===== src/rtl/ima_adpcm_blk_ctrl.sv =====
// Block sequencer for the IMA ADPCM encoder: paces samples in, packs four 4-bit codes
// per word and frames them into blocks led by a predictor/step-index header.
module ima_adpcm_blk_ctrl #(
    parameter int NIBBLES_PER_BLOCK = 504
) (
    input  logic        clock,
    input  logic        reset,
    input  logic        enable,
    input  logic [15:0] sampIn,
    input  logic        sampValid,
    output logic        sampReady,
    output logic [15:0] encSamp,
    output logic        encValid,
    input  logic        encReady,
    input  logic [3:0]  encPcm,
    input  logic        encPcmValid,
    input  logic [15:0] encPredSamp,
    input  logic [6:0]  encStepIdx,
    output logic [15:0] wordOut,
    output logic        wordValid,
    input  logic        wordReady,
    output logic        wordFirst,
    output logic        wordLast,
    output logic        blockDone
);

    typedef enum logic [2:0] {
        ST_HDR_CAP = 3'd0,
        ST_HDR0    = 3'd1,
        ST_HDR1    = 3'd2,
        ST_FEED    = 3'd3,
        ST_WAIT    = 3'd4,
        ST_EMIT    = 3'd5
    } state_t;

    localparam logic [11:0] LAST_CNT = 12'(NIBBLES_PER_BLOCK);

    state_t      state_r, state_s;
    logic [11:0] cnt_r, cnt_s;
    logic [15:0] pack_r, pack_s;
    logic [15:0] hdr1_r, hdr1_s;
    logic [15:0] word_out_r, word_out_s;
    logic        word_valid_r, word_valid_s;
    logic        word_first_r, word_first_s;
    logic        word_last_r, word_last_s;
    logic        block_done_r, block_done_s;
    logic        samp_ready_s, enc_valid_s;
    logic [15:0] enc_samp_s;

    // Next-state, next register values and the combinational sample handshake.
    always_comb begin
        state_s      = state_r;
        cnt_s        = cnt_r;
        pack_s       = pack_r;
        hdr1_s       = hdr1_r;
        word_out_s   = word_out_r;
        word_valid_s = word_valid_r;
        word_first_s = word_first_r;
        word_last_s  = word_last_r;
        block_done_s = 1'b0;
        samp_ready_s = 1'b0;
        enc_valid_s  = 1'b0;
        enc_samp_s   = 16'd0;

        case (state_r)
            ST_HDR_CAP: begin
                // H0 goes straight into the output register; only H1 needs holding.
                if (enable && encReady) begin
                    hdr1_s       = {9'd0, encStepIdx};
                    word_out_s   = encPredSamp;
                    word_valid_s = 1'b1;
                    word_first_s = 1'b1;
                    state_s      = ST_HDR0;
                end else begin
                    state_s = ST_HDR_CAP;
                end
            end
            ST_HDR0: begin
                if (wordReady) begin
                    word_out_s   = hdr1_r;
                    word_first_s = 1'b0;
                    state_s      = ST_HDR1;
                end else begin
                    state_s = ST_HDR0;
                end
            end
            ST_HDR1: begin
                if (wordReady) begin
                    word_valid_s = 1'b0;
                    cnt_s        = 12'd0;
                    pack_s       = 16'd0;
                    state_s      = ST_FEED;
                end else begin
                    state_s = ST_HDR1;
                end
            end
            ST_FEED: begin
                samp_ready_s = encReady;
                enc_valid_s  = sampValid & encReady;
                enc_samp_s   = sampIn;
                if (enc_valid_s) begin
                    state_s = ST_WAIT;
                end else begin
                    state_s = ST_FEED;
                end
            end
            ST_WAIT: begin
                if (encPcmValid) begin
                    pack_s[{cnt_r[1:0], 2'b00} +: 4] = encPcm;
                    cnt_s = cnt_r + 12'd1;
                    // Fourth code of the word: present it on the next cycle.
                    if (cnt_r[1:0] == 2'd3) begin
                        word_out_s   = pack_s;
                        word_valid_s = 1'b1;
                        word_last_s  = (cnt_s == LAST_CNT);
                        state_s      = ST_EMIT;
                    end else begin
                        state_s = ST_FEED;
                    end
                end else begin
                    state_s = ST_WAIT;
                end
            end
            ST_EMIT: begin
                if (wordReady) begin
                    word_valid_s = 1'b0;
                    word_last_s  = 1'b0;
                    block_done_s = word_last_r;
                    if (word_last_r) begin
                        state_s = ST_HDR_CAP;
                    end else begin
                        state_s = ST_FEED;
                    end
                end else begin
                    state_s = ST_EMIT;
                end
            end
            default: begin
                state_s      = ST_HDR_CAP;
                word_valid_s = 1'b0;
                word_first_s = 1'b0;
                word_last_s  = 1'b0;
            end
        endcase
    end

    // State and output registers.
    always_ff @(posedge clock or negedge reset) begin
        if (!reset) begin
            state_r      <= ST_HDR_CAP;
            cnt_r        <= 12'd0;
            pack_r       <= 16'd0;
            hdr1_r       <= 16'd0;
            word_out_r   <= 16'd0;
            word_valid_r <= 1'b0;
            word_first_r <= 1'b0;
            word_last_r  <= 1'b0;
            block_done_r <= 1'b0;
        end else begin
            state_r      <= state_s;
            cnt_r        <= cnt_s;
            pack_r       <= pack_s;
            hdr1_r       <= hdr1_s;
            word_out_r   <= word_out_s;
            word_valid_r <= word_valid_s;
            word_first_r <= word_first_s;
            word_last_r  <= word_last_s;
            block_done_r <= block_done_s;
        end
    end

    assign sampReady = samp_ready_s;
    assign encValid  = enc_valid_s;
    assign encSamp   = enc_samp_s;
    assign wordOut   = word_out_r;
    assign wordValid = word_valid_r;
    assign wordFirst = word_first_r;
    assign wordLast  = word_last_r;
    assign blockDone = block_done_r;

endmodule


===== config.mk =====
export PLATFORM = sky130hd
export DESIGN_NAME = ima_adpcm_blk_ctrl
export DESIGN_NICKNAME = d
export VERILOG_FILES = /design/src/rtl/ima_adpcm_blk_ctrl.sv
export SDC_FILE = /design/constraint.sdc
export NUM_CORES = 1
export LEC_CHECK = 0
export ABC_AREA = 1
export CAP_MARGIN = 20
export CORE_MARGIN = 2
export CORE_UTILIZATION = 41
export DETAILED_ROUTE_END_ITERATION = 8
export PLACE_DENSITY = 0.8
export SYNTH_ARGS = -nofsm -noshare
export SYNTH_HDL_FRONTEND = slang
export SYNTH_SLANG_ARGS = --single-unit

===== constraint.sdc =====
create_clock -name clock -period 2 [get_ports clock]
set_input_delay 0.4 -clock clock [delete_from_list [all_inputs] [get_ports clock]]
set_output_delay 0.4 -clock clock [all_outputs]
set_load 0.02 [all_outputs]

==> results of run 1 <==
[flip-flops by register name (all words and copies together), names as in the netlist]
signal     cells
blockDone      1
cnt_r         12
hdr1_r         7
state_r        3
wordValid      1
wordOut       16
wordFirst      1
wordLast       1
pack_r        16
[stage by stage]
stage | setup TNS, ns | cells
floorplan | 0 | 459
global placement | -0.300 | 655
detailed placement | -0.444 | 655
CTS | 0 | 671
global route | 0 | 671
finish | 0 | 671
[worst max path at each step]
stage	from	endpoint	slack, ns	cells after the start
after floorplan	state_r[2]$_DFF_PN0_	encValid	0.15	7
after global placement	encReady	encValid	-0.16	6
final	state_r[0]$_DFF_PN0_	encSamp[9]	0.07	4
after detailed placement	encReady	encValid	-0.20	6
after CTS	state_r[0]$_DFF_PN0_	encSamp[6]	0.02	4
after global routing	state_r[2]$_DFF_PN0_	encSamp[1]	0.004	5
[critical path: cells and delay by family, from the launching register on]
kind | cells | cell delay [ns]
DFF | 1 | 0.41
and+or+nand+nor | 2 | 0.24
buffers and inverters | 2 | 0.54
[layout make-up]
class / count / area (sq um)
inverter: 72 / 270
multi-input combinational: 316 / 1490
sequential: 58 / 1450
fill: 726 / 3190
timing repair buffer: 107 / 1010
tap: 102 / 128
clock buffer: 12 / 155
clock inverter: 4 / 73.8
[cell usage in the layout, fill, tap and decap left out, types with 2 or more instances in the layout]
| cell | instances |
|---|---|
| nand3_1 | 33 |
| o21ai_1 | 20 |
| ha_1 | 6 |
| or2_1 | 2 |
| dfrtp_1 | 57 |
| dlygate4sd2_1 | 8 |
| buf_4 | 18 |
| a21oi_1 | 4 |
| clkdlybuf4s15_1 | 6 |
| nand2_1 | 156 |
| nor2_2 | 3 |
| clkbuf_8 | 11 |
| inv_2 | 6 |
| clkdlybuf4s50_1 | 68 |
| bufinv_16 | 2 |
| clkbuf_2 | 4 |
| o22ai_1 | 22 |
| nor2_1 | 34 |
| buf_12 | 2 |
| nor3_1 | 2 |
| inv_1 | 65 |
| o21a_1 | 5 |
| o21ai_0 | 8 |
| nand2_2 | 3 |
| nand4_1 | 9 |
| o211ai_1 | 2 |
[kinds of logic (layout without fill, tap and decap cells)]
logic type	after synthesis	after routing	synth area share
buffers and inverters	85	195	0.107
flip-flops	58	58	0.441
XOR/XNOR	1	1	0.00266
AO/OA/AOI/OAI	64	64	0.114
adder cells (fa/ha/maj)	6	6	0.0228
AND/OR/NAND/NOR	245	245	0.312
[repair_timing]
item / in CTS / in global routing
hold endpoints to repair: 0 / 0
pin swaps: 0 / 0
gates resized for setup: 18 / 15
setup endpoints to repair: 18 / 13
[report_power, final]
part           internal, W  switching, W
clock             0.000770      0.000491
combinational      0.00111       0.00160
sequential         0.00149      0.000191
[layer usage]
| layer | part of all wire | global-route usage | vias up |
|---|---|---|---|
| met5 | 0 | 0 | - |
| met4 | 0.017 | 0.0700 | 0 |
| met3 | 0.043 | 0.0411 | 13 |
| met2 | 0.48 | 0.337 | 80 |
| met1 | 0.46 | 0.299 | 1480 |
| li1 | - | - | 1667 |
==> flow_summary.yaml, run 1 <==
clock_tree:
  ctsHoldBuffers: 0
  h-tree-depth: 3
  clock_latency_ns: 0.35
  clock-sinks: 58
  post_cts_buffers: 0
  clockRootBuffer: "clkbuf_8"
  cts.path.max_buffers: 2
  clkTransAtPathRegs_ns: 0.07
  cts_tree: "built"
  numCtsBuffers: 9
global_routing:
  grt_pass1_wl_mm: 15.0
  first_global_vias: 3249
  grt_overflow_total: 0
  grt_max_degree: 59
  antenna_found_initial: 0
  grt_use_total: 0.215
sta:
  min_period_ns: 1.93
  fin_skew_ns: 0.00908
  finalMaxSlewViolations: 0
  final_hold_viol_count: 0
  slew_headroom: 0.718
  fmaxAchievable_mhz: 517
  finalCritPeriodShare: 0.967
  rsz0062_at_grt: "false"
  setup_viol: 0
  worst_slew_pin_slew_ns: 0.422
  postLayoutSetupSlackWorst_ns: 0.0665
  holdWs_ns: 0.0331
route:
  wl_per_cell_um: 12.9
  vias: 3240
  drt-vias-per-instance: 4.83
  postRouteAntennaNets: 0
  initialDrtViolationCount: 158
  drcViolationCount: 0
  first_pass_iters: 5
  wl_mm: 8.66
layout:
  drive_gt1_frac: 0.0984
  nets: 620
  area_growth_pct: 39.1
  fin_area_sq_mm: 0.00458
  antenna_cells: 0
  final_util: 0.589
worst_setup_path:
  max_stage_delay_ns: 0.41
  critical_path.max_fanout: 11
  start_kind: "flop"
  cp.arrival_ns: 1.53
  worstSetupPathType: "flop to primary output"
  rr_worst_depth: 9
  slowest_stage: "dfrtp_1"
  r2r_slack_ns: 0.20
  r2r_end: "wordOut[1]$_DFFE_PN0P_"
  worstPathCellList: "nand3_1 -> buf_4 -> nor2_1 -> dlygate4sd2_1"
  rr_startpoint: "state_r[1]$_DFF_PN0_"
  crit_path_end_kind: "primary output"
  worst_ep_required_time_ns: 1.60
yosys:
  synthFlopType: "dfrtp_1"
  synth_seq_area_share: 0.441
  synth_top_area_frac: 0.441
  ys_ff_latch: 58
  synth.most_common_cell: "nand2_1"
  synth_edf_count: 0
  async_reset_ff_frac: 1.00
  syn_inst: 459
  syn_avg_cell_area_sq_um: 7.17
  synth_area_sq_mm: 0.00329
  synth_common_cells: "nand2_1, inv_1, dfrtp_1, nor2_1, nand3_1"
  synth_cell_types: 30
  yosys.area.top_type: "dfrtp_1"
  ys_warn_count: 0
  syn_nets: 515
  synth_area_leaders: "dfrtp_1, nand2_1, inv_1, nand3_1, o22ai_1"
floorplan:
  die_x_um: 93.6
  die_area_sq_mm: 0.00876
  start_util: 0.424
  die_y_um: 93.6
  io_pins: 88
  core_area_sq_mm: 0.00777
  row_count: 32
power:
  ir_drop_uv: 597
  powerDensity_mw_per_mm2: 1230
  p_leak_nw: 2.20
  fin_total_pwr_w: 0.00565
placed_design:
  hpwlAfterDp_mm: 6.39
  pre_cts_ws_ns: -0.200
  port_buffers: 87
  gp_congestion: 0.878
  placed_cell_area_sq_mm: 0.00438
run:
  drv_cap: 0
status:
  outcome: "complete, no violations"
worst_hold_path:
  hold_path.class: "input port to async pin"
(Power assumes the default switching activity.)
==> inputs of run 2 (changes only) <==
==> constraint.sdc (replaced) <==
create_clock -name clock -period 2 [get_ports clock]
set_input_delay 0.5 -clock clock [delete_from_list [all_inputs] [get_ports clock]]
set_output_delay 0.5 -clock clock [all_outputs]
set_load 0.02 [all_outputs]
==> run 2 against run 1 <==
  * Hold slack better by 0.11 ns
  * Critical path depth increased by 1
  * Register-to-register slack is essentially flat
  * Fmax is 0.68% higher
  * Die area unchanged
  * Cell count rose by 0.60%
  * Non-clock buffer count increased by 5
  * Clock-buffer cell count decreased by 2
==> flow_summary.yaml, run 2 (same netlist as run 1, synthesis figures left out) <==
layout:
  antenna_cells: 0
  nets: 625
  n_fill_cell: 769
  layout_commonest_cell: "nand2_1"
  area_growth_pct: 39.1
  final_util: 0.589
  ff_latch_area_sq_mm: 0.00145
  layout_common_cells: "nand2_1, clkdlybuf4s50_1, inv_1, dfrtp_1, nor2_1"
  drive_gt1_frac: 0.134
  multi_input_area_sq_mm: 0.00149
status:
  outcome: "complete, no violations"
clock_tree:
  ctsHoldBuffers: 0
  cts.path.max_buffers: 2
  clock-sinks: 58
  h-tree-depth: 3
  post_cts_buffers: 0
  cts_tree: "built"
  clock_latency_ns: 0.34
  clkTransAtPathRegs_ns: 0.07
  numCtsBuffers: 9
  clockRootBuffer: "clkbuf_8"
sta:
  worst_slew_pin_slew_ns: 0.415
  min_period_ns: 1.92
  fin_skew_ns: 0.00722
  holdWs_ns: 0.147
  rsz0062_at_grt: "false"
  final_hold_viol_count: 0
  finalMaxSlewViolations: 0
  postLayoutSetupSlackWorst_ns: 0.0796
  setup_tns_ns: 0
  slew_headroom: 0.722
  finalCritPeriodShare: 0.960
  setup_viol: 0
  fmaxAchievable_mhz: 521
route:
  drcViolationCount: 0
  postRouteAntennaNets: 0
  vias: 3335
  wl_per_cell_um: 12.9
  first_pass_iters: 4
  initialDrtViolationCount: 132
  wl_mm: 8.72
  drt-vias-per-instance: 4.94
placed_design:
  gp_congestion: 0.886
  port_buffers: 87
  pre_cts_ws_ns: -0.409
  hpwlAfterDp_mm: 6.47
global_routing:
  grt_util_met1: 0.279
  grt_pass1_wl_mm: 14.8
  grt.busiest_layer: "met2"
  grt_max_degree: 59
  grt_overflow_total: 0
  antenna_found_initial: 0
  met2_usage: 0.347
  grt_util_met3: 0.0475
  first_global_vias: 3335
  grt_use_total: 0.210
worst_setup_path:
  critical_path.max_fanout: 11
  start_kind: "flop"
  worst_ep_required_time_ns: 1.50
  rr_startpoint: "cnt_r[0]$_DFFE_PN0P_"
  cp.arrival_ns: 1.42
  crit_path_end_kind: "primary output"
  worstSetupStartpoint: "state_r[2]$_DFF_PN0_"
  worstSetupPathType: "flop to primary output"
floorplan:
  start_util: 0.424
  die_area_sq_mm: 0.00876
  die_x_um: 93.6
  row_count: 32
  io_pins: 88
  die_y_um: 93.6
  core_area_sq_mm: 0.00777
power:
  powerDensity_mw_per_mm2: 1210
  fin_total_pwr_w: 0.00555
  p_leak_nw: 2.19
  ir_drop_uv: 546
worst_hold_path:
  hold_path.class: "input port to async pin"
run:
  drv_cap: 0
## run 2: cell count changes in the layout (fill, tap and decap cells not counted), sizes merged
cell           previous run  this run
dlygate4sd2               8         0
clkinvlp                  0         2
buf                      21        36
bufinv                    2         1
dlymetal6s2s              0         1
clkdlybuf4s50            68        67
clkdlybuf4s15             6         5
clkbuf                   16        13
## run 2: path summary, 6_finish.rpt
kind                                           endpoint  slack, ns  cells past startpoint
worst max-delay path                         encSamp[9]       0.08                      5
worst min-delay path              cnt_r[11]$_DFFE_PN0P_       0.15                      2
worst max register to register   wordOut[1]$_DFFE_PN0P_       0.21                      7
worst min register to register    hdr1_r[2]$_DFFE_PN0P_       0.47                      2
max in group asynchronous       wordOut[11]$_DFFE_PN0P_       1.57                      2
min in group clock                hdr1_r[2]$_DFFE_PN0P_       0.47                      2
## run 2: metal layers
layer,share of wire,wire length (um),vias up
met5,0,0,-
met4,0.011,92,0
met3,0.058,507,10
met2,0.48,4190,89
met1,0.45,3920,1558
li1,-,-,1678
## run 2: through the flow
step	cell area [sq um]	std cells
finish	4580	675
global route	4580	675
CTS	4630	675
detailed placement	4430	660
global placement	4430	660
floorplan	3290	459
## run 2: area by class of cell
class | count | share of cell area
clock buffer | 10 | 0.0301
inverter | 72 | 0.0590
timing repair buffer | 112 | 0.227
sequential | 58 | 0.317
clock inverter | 5 | 0.0120
multi-input combinational | 316 | 0.326
tap | 102 | 0.0279
## run 2: power by group
| part | switching [W] | total (W) | leakage, nW | internal [W] |
|---|---|---|---|---|
| clock | 0.000483 | 0.00108 | 0.0941 | 0.000597 |
| combinational | 0.00163 | 0.00280 | 1.34 | 0.00118 |
| sequential | 0.000182 | 0.00167 | 0.760 | 0.00149 |
## run 2: repair_timing
item,4_1_cts,5_1_grt
pin swaps,0,0
resized for setup,57,13
endpoints found under the setup margin,18,12
## run 2: worst max-delay path: stages (launching register included)
cell             delay, ns
dfrtp_1               0.39
inv_2                 0.07
nand3_2               0.10
buf_6                 0.17
nor2_1                0.09
clkdlybuf4s15_2       0.26
